<file path="src/rtl/dmem_port_arbiter_if.sv">
`timescale 1ns/1ps
`default_nettype none
// ============================================================================
//  Module      : dmem_port_arbiter_if
//  Description : Requester and data-memory signal bundle for dmem_port_arbiter.
//  Revision    : 1.0 - initial release
// ============================================================================
interface dmem_port_arbiter_if;
    logic        p0_req;
    logic [31:0] p0_addr;
    logic [2:0]  p0_memop;
    logic        p0_we;
    logic [31:0] p0_wdata;
    logic        p0_ack;
    logic        p0_err;
    logic [31:0] p0_rdata;

    logic        p1_req;
    logic [31:0] p1_addr;
    logic [2:0]  p1_memop;
    logic        p1_we;
    logic [31:0] p1_wdata;
    logic        p1_ack;
    logic        p1_err;
    logic [31:0] p1_rdata;

    logic [31:0] mem_addr;
    logic [31:0] mem_datain;
    logic [2:0]  mem_memop;
    logic        mem_we;
    logic [31:0] mem_dataout;

    // Arbiter side: consumes requests and read data, drives acks and the memory.
    modport slave (
        input  p0_req, p0_addr, p0_memop, p0_we, p0_wdata,
        output p0_ack, p0_err, p0_rdata,
        input  p1_req, p1_addr, p1_memop, p1_we, p1_wdata,
        output p1_ack, p1_err, p1_rdata,
        output mem_addr, mem_datain, mem_memop, mem_we,
        input  mem_dataout
    );

    // Environment side: requesters plus the data memory.
    modport master (
        output p0_req, p0_addr, p0_memop, p0_we, p0_wdata,
        input  p0_ack, p0_err, p0_rdata,
        output p1_req, p1_addr, p1_memop, p1_we, p1_wdata,
        input  p1_ack, p1_err, p1_rdata,
        input  mem_addr, mem_datain, mem_memop, mem_we,
        output mem_dataout
    );
endinterface
`default_nettype wire

</file>
<file path="src/rtl/dmem_port_arbiter.sv">
`timescale 1ns/1ps
`default_nettype none
// ============================================================================
//  Module      : dmem_port_arbiter
//  Description : Two-port data-memory arbiter with legality checking and a
//                fixed 4-cycle (legal) / 2-cycle (rejected) transaction.
//  Revision    : 1.0 - initial release
// ============================================================================
module dmem_port_arbiter #(
    parameter bit FIXED_PRIO = 1'b0
) (
    input  logic                 clk,
    input  logic                 rst,
    dmem_port_arbiter_if.slave   bus,
    output logic                 busy
);

    localparam logic [1:0] c_IDLE   = 2'd0;
    localparam logic [1:0] c_ACCESS = 2'd1;
    localparam logic [1:0] c_WAIT   = 2'd2;
    localparam logic [1:0] c_RESP   = 2'd3;

    logic [1:0]  state_q, state_d;
    logic        last_q, last_d;
    logic        cmd_port_q, cmd_port_d;
    logic        cmd_err_q, cmd_err_d;
    logic [31:0] cmd_addr_q, cmd_addr_d;
    logic [2:0]  cmd_memop_q, cmd_memop_d;
    logic        cmd_we_q, cmd_we_d;
    logic [31:0] cmd_wdata_q, cmd_wdata_d;
    logic [31:0] p0_rdata_q, p0_rdata_d;
    logic [31:0] p1_rdata_q, p1_rdata_d;

    logic        w_grant;
    logic        w_win;
    logic [31:0] w_sel_addr;
    logic [2:0]  w_sel_memop;
    logic        w_sel_we;
    logic [31:0] w_sel_wdata;
    logic        w_sel_err;

    function automatic logic f_access_err(input logic [2:0] memop,
                                          input logic       we,
                                          input logic [1:0] addr_lo);
        logic e;
        e = (memop[1:0] == 2'b11)
          | (memop == 3'b110)
          | (we & memop[2])
          | ((memop[1:0] == 2'b01) & addr_lo[0])
          | ((memop[1:0] == 2'b10) & (addr_lo != 2'b00));
        return e;
    endfunction

    // On a tie the port that did not win last time is chosen unless port 0 has fixed priority.
    assign w_grant     = bus.p0_req | bus.p1_req;
    assign w_win       = (bus.p0_req & bus.p1_req) ? (FIXED_PRIO ? 1'b0 : ~last_q) : bus.p1_req;
    assign w_sel_addr  = w_win ? bus.p1_addr  : bus.p0_addr;
    assign w_sel_memop = w_win ? bus.p1_memop : bus.p0_memop;
    assign w_sel_we    = w_win ? bus.p1_we    : bus.p0_we;
    assign w_sel_wdata = w_win ? bus.p1_wdata : bus.p0_wdata;
    assign w_sel_err   = f_access_err(w_sel_memop, w_sel_we, w_sel_addr[1:0]);

    always_ff @(posedge clk) begin
        if (rst) begin
            state_q <= c_IDLE;
        end else begin
            state_q <= state_d;
        end
    end

    always_comb begin
        state_d = state_q;
        case (state_q)
            c_IDLE:   if (w_grant) state_d = w_sel_err ? c_RESP : c_ACCESS;
            c_ACCESS: state_d = c_WAIT;
            c_WAIT:   state_d = c_RESP;
            c_RESP:   state_d = c_IDLE;
            default:  state_d = c_IDLE;
        endcase
    end

    always_comb begin
        last_d      = last_q;
        cmd_port_d  = cmd_port_q;
        cmd_err_d   = cmd_err_q;
        cmd_addr_d  = cmd_addr_q;
        cmd_memop_d = cmd_memop_q;
        cmd_we_d    = cmd_we_q;
        cmd_wdata_d = cmd_wdata_q;
        p0_rdata_d  = p0_rdata_q;
        p1_rdata_d  = p1_rdata_q;
        case (state_q)
            c_IDLE: begin
                if (w_grant) begin
                    last_d      = w_win;
                    cmd_port_d  = w_win;
                    cmd_err_d   = w_sel_err;
                    cmd_addr_d  = w_sel_addr;
                    cmd_memop_d = w_sel_memop;
                    cmd_we_d    = w_sel_we;
                    cmd_wdata_d = w_sel_wdata;
                    // A rejected access skips WAIT, so its zero result is loaded here.
                    if (w_sel_err) begin
                        if (w_win) p1_rdata_d = '0;
                        else       p0_rdata_d = '0;
                    end
                end
            end
            c_WAIT: begin
                if (cmd_port_q) p1_rdata_d = cmd_we_q ? 32'h0 : bus.mem_dataout;
                else            p0_rdata_d = cmd_we_q ? 32'h0 : bus.mem_dataout;
            end
            default: ;
        endcase
    end

    always_ff @(posedge clk) begin
        if (rst) begin
            last_q      <= 1'b1;
            cmd_port_q  <= 1'b0;
            cmd_err_q   <= 1'b0;
            cmd_addr_q  <= '0;
            cmd_memop_q <= 3'b010;
            cmd_we_q    <= 1'b0;
            cmd_wdata_q <= '0;
            p0_rdata_q  <= '0;
            p1_rdata_q  <= '0;
        end else begin
            last_q      <= last_d;
            cmd_port_q  <= cmd_port_d;
            cmd_err_q   <= cmd_err_d;
            cmd_addr_q  <= cmd_addr_d;
            cmd_memop_q <= cmd_memop_d;
            cmd_we_q    <= cmd_we_d;
            cmd_wdata_q <= cmd_wdata_d;
            p0_rdata_q  <= p0_rdata_d;
            p1_rdata_q  <= p1_rdata_d;
        end
    end

    // Strobes are gated by rst so an aborted transaction never writes or acks.
    always_comb begin
        bus.p0_ack = 1'b0;
        bus.p0_err = 1'b0;
        bus.p1_ack = 1'b0;
        bus.p1_err = 1'b0;
        bus.mem_we = 1'b0;
        case (state_q)
            c_ACCESS: bus.mem_we = cmd_we_q & ~rst;
            c_RESP: begin
                bus.p0_ack = ~cmd_port_q & ~rst;
                bus.p0_err = ~cmd_port_q & cmd_err_q & ~rst;
                bus.p1_ack = cmd_port_q & ~rst;
                bus.p1_err = cmd_port_q & cmd_err_q & ~rst;
            end
            default: ;
        endcase
        busy = (state_q != c_IDLE);
    end

    assign bus.mem_addr   = cmd_addr_q;
    assign bus.mem_datain = cmd_wdata_q;
    assign bus.mem_memop  = cmd_memop_q;
    assign bus.p0_rdata   = p0_rdata_q;
    assign bus.p1_rdata   = p1_rdata_q;

endmodule
`default_nettype wire

</file>
<file path="src/flat_wrapper.sv">
// flat-port wrapper written by rule: the top's interface ports become plain ports
module dmem_port_arbiter_flat 
#(
    parameter bit FIXED_PRIO = 1'b0
)
  (clk, rst, busy, bus_p0_req, bus_p0_addr, bus_p0_memop, bus_p0_we, bus_p0_wdata, bus_p0_ack, bus_p0_err, bus_p0_rdata, bus_p1_req, bus_p1_addr, bus_p1_memop, bus_p1_we, bus_p1_wdata, bus_p1_ack, bus_p1_err, bus_p1_rdata, bus_mem_addr, bus_mem_datain, bus_mem_memop, bus_mem_we, bus_mem_dataout);
  dmem_port_arbiter_if bus_i ();
  input  logic clk;
  input  logic rst;
  output logic busy;
  input wire logic [$bits(bus_i.p0_req)-1:0] bus_p0_req;
  input wire logic [$bits(bus_i.p0_addr)-1:0] bus_p0_addr;
  input wire logic [$bits(bus_i.p0_memop)-1:0] bus_p0_memop;
  input wire logic [$bits(bus_i.p0_we)-1:0] bus_p0_we;
  input wire logic [$bits(bus_i.p0_wdata)-1:0] bus_p0_wdata;
  output wire logic [$bits(bus_i.p0_ack)-1:0] bus_p0_ack;
  output wire logic [$bits(bus_i.p0_err)-1:0] bus_p0_err;
  output wire logic [$bits(bus_i.p0_rdata)-1:0] bus_p0_rdata;
  input wire logic [$bits(bus_i.p1_req)-1:0] bus_p1_req;
  input wire logic [$bits(bus_i.p1_addr)-1:0] bus_p1_addr;
  input wire logic [$bits(bus_i.p1_memop)-1:0] bus_p1_memop;
  input wire logic [$bits(bus_i.p1_we)-1:0] bus_p1_we;
  input wire logic [$bits(bus_i.p1_wdata)-1:0] bus_p1_wdata;
  output wire logic [$bits(bus_i.p1_ack)-1:0] bus_p1_ack;
  output wire logic [$bits(bus_i.p1_err)-1:0] bus_p1_err;
  output wire logic [$bits(bus_i.p1_rdata)-1:0] bus_p1_rdata;
  output wire logic [$bits(bus_i.mem_addr)-1:0] bus_mem_addr;
  output wire logic [$bits(bus_i.mem_datain)-1:0] bus_mem_datain;
  output wire logic [$bits(bus_i.mem_memop)-1:0] bus_mem_memop;
  output wire logic [$bits(bus_i.mem_we)-1:0] bus_mem_we;
  input wire logic [$bits(bus_i.mem_dataout)-1:0] bus_mem_dataout;
  assign bus_i.p0_req = bus_p0_req;
  assign bus_i.p0_addr = bus_p0_addr;
  assign bus_i.p0_memop = bus_p0_memop;
  assign bus_i.p0_we = bus_p0_we;
  assign bus_i.p0_wdata = bus_p0_wdata;
  assign bus_p0_ack = bus_i.p0_ack;
  assign bus_p0_err = bus_i.p0_err;
  assign bus_p0_rdata = bus_i.p0_rdata;
  assign bus_i.p1_req = bus_p1_req;
  assign bus_i.p1_addr = bus_p1_addr;
  assign bus_i.p1_memop = bus_p1_memop;
  assign bus_i.p1_we = bus_p1_we;
  assign bus_i.p1_wdata = bus_p1_wdata;
  assign bus_p1_ack = bus_i.p1_ack;
  assign bus_p1_err = bus_i.p1_err;
  assign bus_p1_rdata = bus_i.p1_rdata;
  assign bus_mem_addr = bus_i.mem_addr;
  assign bus_mem_datain = bus_i.mem_datain;
  assign bus_mem_memop = bus_i.mem_memop;
  assign bus_mem_we = bus_i.mem_we;
  assign bus_i.mem_dataout = bus_mem_dataout;
  dmem_port_arbiter #(.FIXED_PRIO(FIXED_PRIO)) u_core (.clk(clk), .rst(rst), .bus(bus_i), .busy(busy));
endmodule
</file>
<file path="config.mk">
export PLATFORM = sky130hd
export DESIGN_NAME = dmem_port_arbiter_flat
export DESIGN_NICKNAME = d
export VERILOG_FILES = /design/src/rtl/dmem_port_arbiter_if.sv /design/src/rtl/dmem_port_arbiter.sv /design/src/flat_wrapper.sv
export SDC_FILE = /design/constraint.sdc
export NUM_CORES = 1
export LEC_CHECK = 0
export ABC_CLOCK_PERIOD_IN_PS = 5440
export BUFFER_PORTS_ARGS = -buffer_cell sky130_fd_sc_hd__buf_2
export CAP_MARGIN = 0
export CORE_MARGIN = 5
export CORE_UTILIZATION = 49
export DETAILED_ROUTE_END_ITERATION = 7
export PLACE_DENSITY = 0.86
export SETUP_SLACK_MARGIN = 0.5
export SKIP_LAST_GASP = 1
export SLEW_MARGIN = 20
export SYNTH_ARGS = -nofsm -noshare
export SYNTH_HDL_FRONTEND = slang
export SYNTH_SLANG_ARGS = --single-unit
</file>
<file path="constraint.sdc">
create_clock -name clk -period 5.44 [get_ports clk]
set_clock_uncertainty 0.2 [all_clocks]
set_input_delay 0.816 -clock clk [delete_from_list [all_inputs] [get_ports clk]]
set_output_delay 0.816 -clock clk [all_outputs]
set_load 0.1 [all_outputs]
</file>
== After elaboration in Yosys (flattened, before gate mapping) ==
Index checks and enable logic that the tools add are counted.

* Register bits: 137
* Word-level logic and storage cells: 73
* Output and inout bits: 137

* Reductions and logical operators: 7
* Bitwise logic cells: 19
* Mux-type cells: 24
* Equality and inequality tests: 13

{| class="wikitable"
|+ Operators by type and width
! operator !! count
|-
| 32-bit 2-to-1 mux || 11
|-
| 32-bit case mux with 2 select lines || 2
|-
| 1-bit AND || 11
|-
| 5-bit AND reduction || 2
|-
| 2-bit equality test, second input constant || 4
|-
| 2-bit by 1-bit != test with 1-bit output, second input constant || 4
|-
| 2-bit case mux with 4 select lines || 1
|-
| 1-bit 2-to-1 mux || 7
|-
| 2-bit nonzero test || 3
|-
| 1-bit OR || 5
|-
| 2-bit by 1-bit equality test with 1-bit output, second input constant || 2
|-
| 2-bit 2-to-1 mux || 2
|-
| 2-bit != test, second input constant || 2
|-
| 3-bit equality test, second input constant || 1
|-
| 3-bit 2-to-1 mux || 1
|-
| 1-bit inverter || 3
|-
| 2-bit zero test || 1
|-
| 2-bit AND reduction || 1
|}

== Depth between registers and ports, before layout ==
* Depth after elaboration: 11
* Mapped depth: 8

== Worst setup path after synthesis ==
No wires, ideal clock.

* Path type: input-to-output
* From: in rst
* To: out bus_p0_err
* Path slack: 224 ps
* Data arrival time: 4200 ps
* Required time: 4424 ps
* Stages: 3
* Path through: clkbuf_1 > nor3b_1 > and2_1

* Word-level cells in the longest chain between the ends: 3

{| class="wikitable"
|+ Ends and longest elaborated chain
! item !! RTL line !! source
|-
| start, declared || flat_wrapper.sv:9 || <nowiki>input logic rst;</nowiki>
|-
| 1-bit inverter || dmem_port_arbiter.sv:152 || <nowiki>bus.p0_err = ~cmd_port_q & cmd_err_q & ~rst;</nowiki>
|-
| 1-bit AND || dmem_port_arbiter.sv:152 ||
|-
| 1-bit 2-to-1 mux || dmem_port_arbiter.sv:148 || <nowiki>case (state_q)</nowiki>
|-
| end, declared || flat_wrapper.sv:17 || <nowiki>output wire logic [$bits(bus_i.p0_err)-1:0] bus_p0_err;</nowiki>
|}

No other way between the ends.

== Final worst setup path ==
Ends and elaborated chain as after synthesis.

==> results_dict.tcl <==
set metrics [dict create \
    core_region_area_um2 11900 \
    drive_gt1_share_pct 39.4 \
    grt_max_degree 86 \
    fillers 938 \
    hold_depth 2 \
    cts.repair.resized 0 \
    syn_area_per_cell_um2 9.98 \
    holdWs_ns 0.268 \
    netlist.area_leader.share_pct 46.4 \
    path_buf_inv 2 \
    min_from "u_core.bus.p0_rdata[2]" \
    dr.pass1.iters 4 \
    grt_usage_pct 22.9 \
    port_buffers 308 \
    finalCriticalPeriod_ns 3.00 \
    synth_edf_count 0 \
    peakVddDrop_v 0.000368 \
    ios 309 \
    hold_end "u_core.bus.p0_rdata[2]" \
    worst_skew_pair.late_latency_ns 0.41 \
    clkTransAtPathRegs_ns 0.05 \
    gp_congestion 0.792 \
    ant_nets 0 \
    p_leak_nw 3.86 \
    setup_viol_count_final 0 \
    reg2reg_to "u_core.bus.mem_addr[15]" \
    reg2reg_from "u_core.state_q[0]" \
    yosysUniqueCellTypes 33 \
    viasPerCell 5.13 \
    cts_tree "done" \
    area_growth_pct 37.2 \
    rrSetupSlack_ns 2.64 \
    critPathLaunchType "input port" \
    clockBufferDepth 2 \
    path_cells "buf_4, nor3b_1, and2_1, buf_2" \
    drtIter0Drc 337 \
    wirelength_um 16800 \
    antenna_found_initial 2 \
    start_util_pct 49.6 \
    die_width_um 120 \
    synth_nets 768 \
    post-cts-setup-buffers 0 \
    cts_sinks 137 \
    tns_ns 0 \
    rr_worst_depth 7 \
    grt-ovfl-total 0 \
    syn_inst 592 \
    cp_slowest_cell "buf_2" \
    cp.arrival_ns 1.99 \
    synth_area_leader_cell "dfxtp_1" \
    rsz0062_at_grt "no" \
    drc 0 \
    hold_viol 0 \
    postSynth.asyncResetShare_pct 0 \
    max_stage_delay_ns 0.41 \
    slew_violations 0 \
    hold_class "register to register" \
    die_h_um 120 \
    crit_type "input port to primary output" \
    ys.flop_type "dfxtp_1" \
    power_density_nw_per_um2 613 \
    drt-wirelength-per-cell_um 16.2 \
    yosysSeqAreaShare_pct 46.4 \
    relSlewSlack_pct 28.7 \
    rows 40 \
    cts_hold_buf 0 \
    cts_root_buf "clkbuf_16" \
    grt_pass1_wl_um 26000 \
    path_max_fanout 78 \
    ys_warn_count 0 \
    fin_crit_sh_pct 55.2 \
    numCtsBuffers 17 \
    dp_hpwl_um 12200 \
    worst_pin_slew_ns 1.07 \
    timing.fmax_mhz 333 \
    dieArea_um2 14400 \
    vias 5315 \
    grt_pass1_vias 5217 \
    h-tree-depth 4 \
    outcome "finished, final reports clean" \
    ys_ff_latch 137 \
    yosys-top-cells-area "dfxtp_1 46%, mux2i_1 22%, a211oi_1 8.5%" \
    crit_family "buffers and inverters" \
    cap_violations 0 \
    end_kind "primary output" \
    required_ns 4.42 \
    syn_area_um2 5910 \
    cp_num_cells 4 \
    final_nets 1052 \
]
## worst max-delay path by stage
stage	startpoint	to	slack, ns
after detailed placement	bus_p1_req	u_core.bus.mem_memop[1]	2.34
after global routing	rst	bus_p0_err	2.33
after CTS	rst	bus_p0_err	2.44
final	rst	bus_p0_err	2.44
after floorplan	rst	bus_p0_err	0.22
after global placement	bus_p0_req	u_core.bus.mem_memop[1]	2.38
## placed cells by master (no fill, tap or decap), types with 3 or more instances in the layout
cell type  Yosys  layout
buf_2         20     307
dfxtp_1      137     137
mux2i_1      132     132
nor2_1        71      71
a211oi_1      67      67
nand2b_1      64      64
nand2_1       33      33
clkbuf_16      0      17
a21oi_1        6       6
bufinv_16      0       5
buf_4          1       5
ha_1           4       4
clkbuf_8       0       4
inv_1          3       3
clkinv_2       0       3
## Yosys cell counts, types with 2 or more instances
library cell  number
and2_1             2
ha_1               4
mux2i_1          132
a211oi_1          67
inv_1              3
nor4_1             2
a221oi_1           2
o21ai_0            2
buf_2             20
nand2b_1          64
nand2_1           33
clkbuf_1          20
o21a_1             2
buf_6              7
nor3b_1            3
dfxtp_1          137
nor2_1            71
a21oi_1            6
## area by class of cell
class	instances	area, um^2	share of cell area, %
Sequential cell	137	2740	33.9
Antenna cell	2	5.00	0.0618
Tap cell	147	184	2.27
Clock buffer	23	488	6.02
Multi-Input combinational cell	403	2910	35.9
Timing Repair Buffer	313	1590	19.7
Inverter	4	15.0	0.185
Clock inverter	8	165	2.04
## metrics by stage
stage                     cells  setup slack [ns]  util, %  area, um^2  total power, mW
after floorplan             592             0.224        -        5910             3.37
after global placement     1004              2.38     62.5        7440             3.70
after detailed placement   1004              2.34     62.5        7440             3.72
after CTS                  1035              2.44     68.0        8100             5.00
after global routing       1037              2.33     68.0        8100             5.17
final                      1037              2.44     68.0        8100             4.97
## sequential cells by signal, indices dropped and copies added, names as in the netlist
signal / count
u_core.state_q: 2
u_core.bus.p1_rdata: 32
u_core.bus.mem_addr: 32
u_core.bus.mem_datain: 32
u_core.cmd_we_q: 1
u_core.cmd_err_q: 1
u_core.bus.p0_rdata: 32
u_core.cmd_port_q: 1
u_core.bus.mem_memop: 3
u_core.last_q: 1
## per-layer routing
layer	part of all wire [%]	track usage [%]
met1	39	25.5
met2	50	39.3
met3	8.7	8.48
met4	2.3	9.38
met5	0	0
## cells by family (layout without fill, tap and decap cells)
family                   Yosys count  count (layout)  share of synthesized area (%)
multiplexers                     132             132                           22.4
other                              0               2                              0
AND/OR/NAND/NOR                  183             183                           15.2
AO/OA/AOI/OAI                     84              84                           10.5
buffers and inverters             52             348                           4.68
adder cells (fa/ha/maj)            4               4                          0.847
flip-flops                       137             137                           46.4
## power by group
part           switching (mW)  leakage [nW]  internal, mW
combinational            1.90          2.42         0.501
clock                   0.411         0.323         0.857
sequential              0.102          1.12          1.20
## tightest hold or removal path: cells and delay by family, from the launching register on
kind	cells	cell delay, ns
DFF	1	0.31
and+or+nand+nor	1	0.06
muxes	1	0.05
(Power assumes the default switching activity.)
